[config.mk]
export PLATFORM = sky130hd
export DESIGN_NAME = rf_bypass
export DESIGN_NICKNAME = d
export VERILOG_FILES = /design/src/rtl/rf_bypass_pkg.sv /design/src/rtl/rf_reg.sv /design/src/rtl/rf_bypass.sv
export SDC_FILE = /design/constraint.sdc
export NUM_CORES = 1
export LEC_CHECK = 0
export ABC_AREA = 1
export CORE_MARGIN = 2
export CORE_UTILIZATION = 54
export DETAILED_ROUTE_END_ITERATION = 7
export HOLD_SLACK_MARGIN = 0.05
export PLACE_DENSITY = 0.75
export SYNTH_ARGS = -nofsm -noshare
export SYNTH_HDL_FRONTEND = slang
export SYNTH_SLANG_ARGS = --single-unit
[constraint.sdc]
create_clock -name clk -period 13.34 [get_ports clk]
set_input_delay 2.668 -clock clk [delete_from_list [all_inputs] [get_ports clk]]
set_output_delay 2.668 -clock clk [all_outputs]
set_load 0.02 [all_outputs]
[src/rtl/rf_bypass_pkg.sv]
// rf_bypass_pkg: shared register-file sizing (width, register count, address width, zero-register index)
package rf_bypass_pkg;
  localparam int RF_WIDTH    = 16;
  localparam int RF_NREGS    = 16;
  localparam int RF_ADDR_W   = 4;
  localparam int RF_ZERO_IDX = 0;
  typedef logic [RF_WIDTH-1:0] rf_word_t;
endpackage

[src/rtl/rf_reg.sv]
// rf_reg: WIDTH-bit enabled register with async clear; ports clk rst en d -> q (holds q when en=0)
module rf_reg
  import rf_bypass_pkg::*;
#(
  parameter int WIDTH = RF_WIDTH
) (
  input  logic             clk,
  input  logic             rst,
  input  logic             en,
  input  logic [WIDTH-1:0] d,
  output logic [WIDTH-1:0] q
);
  always_ff @(posedge clk or posedge rst)
    if (rst) q <= '0;
    else     q <= en ? d : q;
endmodule

[src/rtl/rf_bypass.sv]
// rf_bypass: 2R1W register file with same-cycle WB->ID bypass; ports clk rst we waddr wdata raddr1 raddr2 -> rdata1 rdata2
module rf_bypass
  import rf_bypass_pkg::*;
#(
  parameter int WIDTH   = RF_WIDTH,
  parameter int NREGS   = RF_NREGS,
  parameter int ADDR_W  = RF_ADDR_W,
  parameter int ZERO_R0 = 1
) (
  input  logic              clk,
  input  logic              rst,
  input  logic              we,
  input  logic [ADDR_W-1:0] waddr,
  input  logic [WIDTH-1:0]  wdata,
  input  logic [ADDR_W-1:0] raddr1,
  input  logic [ADDR_W-1:0] raddr2,
  output logic [WIDTH-1:0]  rdata1,
  output logic [WIDTH-1:0]  rdata2
);
  localparam logic [ADDR_W-1:0] ZIDX = ADDR_W'(RF_ZERO_IDX);
  logic [NREGS-1:0] wen;
  logic [WIDTH-1:0] q [NREGS];
  logic             zero1, zero2, byp1, byp2;
  for (genvar i = 0; i < NREGS; i++) begin : g_reg
    assign wen[i] = we && waddr == ADDR_W'(i) && !(ZERO_R0 != 0 && i == RF_ZERO_IDX);
    rf_reg #(.WIDTH(WIDTH)) u_reg (
      .clk(clk),
      .rst(rst),
      .en (wen[i]),
      .d  (wdata),
      .q  (q[i])
    );
  end
  always_comb begin
    zero1  = ZERO_R0 != 0 && raddr1 == ZIDX;
    zero2  = ZERO_R0 != 0 && raddr2 == ZIDX;
    byp1   = we && waddr == raddr1 && !zero1;
    byp2   = we && waddr == raddr2 && !zero2;
    rdata1 = rst ? '0 : byp1 ? wdata : zero1 ? '0 : q[raddr1];
    rdata2 = rst ? '0 : byp2 ? wdata : zero2 ? '0 : q[raddr2];
  end
endmodule
# After elaboration in Yosys (flattened, before gate mapping)
# Cells that the tools add are included.
# word_totals
regBits	240
inputBits	31
output_inout_bits	32
word_cells	71
# classes
n_lt_le_gt_ge	2
eq_ne	17
mux	12
bitwise_logic	2
n_reduce_logical	23
# op_table
op	count
two-way mux 16 bit	10
binary-select mux 16 bit (select 4 bit)	2
== test 4 bit, second input constant	8
logical AND 1 bit	19
== test 4 x 3 -> 1 bit, second input constant	4
>= comparator 5 bit, second input constant	2
inverter 4 -> 5 bit	2
== test 4 x 2 -> 1 bit, second input constant	2
== test 4 bit	2
logical NOT 4 bit	2
== test 4 x 1 -> 1 bit, second input constant	1
logical NOT 1 bit	2

# Longest topological paths before layout
# depth
depth_word	7
mapped_depth	11
mapped_depth_nobuf	9

# Hierarchy
# Synthesis repeated with hierarchy kept, for this count alone.
# unflattened
cells_unflattened	2617
hier_area_um2	16925.0
# modules_own_cells
mod	n_inst	cells_each	area_each_um2	seq_area_each_um2
rf_reg	16	69	648.1	400.4
rf_bypass	1	1513	6555.0	0.0

# Worst setup path before layout
# OpenSTA, ideal clock, no wires.
# synth_path
kind	input -> output
start	input port rst
end	output port rdata1[10]
t_arrival_ps	10382
required_time_ps	10672
setup_slack_ps	290
cell_stages	6
n_path_buf	1
cell_sequence	inv_1 buf_1 nand2_1 inv_1 nand2_1 inv_1
# synth_via
elab_chain_len	1
# synth_lines
element	line	text
start: declaration	rf_bypass.sv:11	input logic rst,
two-way mux 16 bit	rf_bypass.sv:39	rdata1 = rst ? '0 : byp1 ? wdata : zero1 ? '0 : q[raddr1];
end: declaration	rf_bypass.sv:17	output logic [WIDTH-1:0] rdata1,
# Every way passes these cells.

# Worst setup path in the final report
# layout_path
start	input port raddr1[0]
end	output port rdata1[15]
# layout_via
elab_chain_len	7
# layout_lines
element	line	text
start: declaration	rf_bypass.sv:15	input logic [ADDR_W-1:0] raddr1,
inverter 4 -> 5 bit (not written as such)	rf_bypass.sv:39	
binary-select mux 16 bit (select 4 bit)	rf_bypass.sv:39	
two-way mux 16 bit (not written as such) (2 in a row)	rf_bypass.sv:39	
two-way mux 16 bit	rf_bypass.sv:39	
two-way mux 16 bit * (2 in a row)	rf_bypass.sv:39	
# Mark *: on every way between the ends. The rest lies on a longest branch, timed or not. The select of a mux whose other input is x is not followed.

==> results.toml <==
[grt]
antenna_found_initial = 1
gr-max-usage-layer = "met2"
grt-ovfl-total = 0
grt_max_degree = 163
track_usage_pct = 35.2
grt.met1_usage_pct = 48.2
grt_pass1_vias = 14300
gr-usage-met2_pct = 51.9
grt_first_pass_wirelength_microns = 79600
grt_util_met3_pct = 9.14

[synthesis]
synthCells = 2343
async_flop_share_pct = 100
yosysWarnings = 0
syn_nets = 2374
ys_seq_area_share_pct = 39.9
synth_area_leaders = "dfrtp_1 (40%), nand2_1 (21%), nand3_1 (15%), inv_1 (7.8%), o21ai_0 (7.4%)"
synth_common_cells = "nand2_1 (831), nand3_1 (452), inv_1 (311)"
netlist.area_leader.share_pct = 39.9
synth.distinct_cells = 23
synth_area_leader_cell = "dfrtp_1"
syn_avg_cell_area_sq_um = 6.42
synth-seq-cells = 240
synth.most_common_cell = "nand2_1"
synthesis.area_sq_um = 15100
synthFlopType = "dfrtp_1"
synth_edf_count = 0

[setup_path]
worst-r2r-cell-count = 2
critPathLaunchType = "input port"
path_class = "in -> out"
cp_max_fo = 75
critPathArrivalTime_ps = 7160
critPathRequiredTime_ps = 10670
cp-end-kind = "output port"

[timing]
fin_crit_sh_pct = 73.7
period_needed_ps = 9830
finalSetupViolCount = 0
fin_hold_ws_ps = 482
worst_pin_slew_ps = 1320
tns_ps = 0
maxSlewViolCount = 0
hold_viol_final = 0
fmax_mhz = 102
rsz0062_at_grt = "false"
skew_ps = 0
maxSlewHeadroom_pct = 11.5

[clock_tree]
clk_latency_ps = 550
post_cts_buffers = 0
clkTransAtPathRegs_ps = 60
htreeDepth = 1
cts_tree = "yes"
cts_buffers = 27
cts-root-buf = "clkbuf_16"
ctsLongestPathBuffers = 3
cts_sinks = 240
postCtsResizedCells = 0
cts-hold-fix-buffers = 0

[floorplan]
die_y_microns = 171
num_io_pins = 63
initial_core_util_pct = 54.5
dieArea_sq_um = 29200
die_w_microns = 171
core.rowCount = 61
core_area_sq_um = 27600

[route]
firstDrtPassIters = 8
detail-route-antenna-nets = 0
drt-total-wl_microns = 51300
num_vias = 15700
wire_per_inst_microns = 19.1
vias_per_cell = 5.86
drt_iter0_drc = 2227
drc = 0

[placement]
io_buffer_count = 62
place_hpwl_microns = 31200
gp_congestion = 0.965

[layout]
largest_reg_flops = 240
top_regs = "g.u_reg.q x240"
final_nets = 2318
synthToLayoutAreaGrowth_pct = 9.06
top_register = "g.u_reg.q"
layout-drive-gt1-share_pct = 4.51
antenna_cells = 0

[pwr]
peakVddDrop_mv = 0.0902
power_mw = 2.30
p_per_area_nw_per_um2 = 140
leakage_nw = 8.59

[run]
drv_cap = 0

[hold_path]
min_delay_path_depth = 2
min_path_type = "reg -> reg"

[run_status]
run_status = "complete, no violations"
==> final timing paths <==
check	startpoint	to	slack, ps
max in group asynchronous	rst	g_reg[11].u_reg.q[14]	9300
worst min-delay path	g_reg[4].u_reg.q[15]	g_reg[4].u_reg.q[15]	480
min in group asynchronous	rst	g_reg[3].u_reg.q[11]	2620
worst max register to register	g_reg[1].u_reg.q[9]	g_reg[1].u_reg.q[9]	12560
worst max-delay path	raddr1[0]	rdata1[15]	3510
worst min register to register	g_reg[4].u_reg.q[15]	g_reg[4].u_reg.q[15]	480
==> critical path, cell delays in order <==
cell,delay (ps)
buf_4,680
clkinv_2,1150
buf_4,680
nand2_1,150
nand3_2,130
nor2_8,330
nand2_4,270
nand3_1,210
nand2_1,150
inv_1,90
clkdlybuf4s50_1,600
==> power breakdown <==
part	switching (mW)	total, mW	leakage [nW]	internal, mW
Clock	0.311	0.736	0.421	0.425
Sequential	0.0671	0.955	2.96	0.888
Combinational	0.411	0.606	5.21	0.195
Total	0.789	2.30	8.59	1.51
==> metrics by stage <==
step	utilization [%]	std cells	instance area [sq um]	worst slack, ps
after detailed placement	56.3	2636	15600	3720
after floorplan	-	2343	15100	290
after CTS	59.4	2685	16400	3700
final	59.4	2685	16400	3510
after global routing	59.4	2685	16400	3420
after global placement	56.3	2636	15600	3810
==> cell usage in the layout (no fill, tap or decap) <==
master	instances
nor2_4	1
nor2_2	5
buf_12	1
inv_2	7
nand3_2	11
buf_4	24
nor2_1	60
clkdlybuf4s50_1	56
o21ai_0	224
inv_1	310
nor2_8	1
nand2_4	2
a21oi_2	2
nor3_4	2
nor3_2	1
clkinv_4	1
clkbuf_1	9
nand2_1	831
inv_8	1
clkinv_1	1
buf_2	4
clkbuf_8	6
nand3_1	452
o21ai_1	18
bufinv_16	1
dfrtp_1	240
a21oi_1	2
clkinv_2	6
clkbuf_16	27
clkinvlp_4	1
==> cells by family after synthesis <==
| group | synth area share [%] |
|---|---|
| AOI/OAI and AO/OA | 8.23 |
| and+or+nand+nor | 38.8 |
| buffers and inverters | 13.1 |
| DFF | 39.9 |
==> layer usage <==
layer	vias to the layer above	routed length (microns)
li1	7184	-
met3	181	7070
met1	7311	20200
met2	1053	21500
met4	2	2520
met5	-	11
==> area by class of cell <==
| cell class | instances | area, sq um |
|---|---|---|
| flip-flops and latches | 240 | 6010 |
| multi-input cells | 1612 | 7080 |
| clock inverters | 7 | 66.3 |
| clock buffers | 42 | 792 |
| well taps | 378 | 473 |
| fillers | 2670 | 11200 |
| inverters | 321 | 1210 |
| repair buffers | 85 | 781 |
Note: power is estimated with default switching activity, not from simulation.
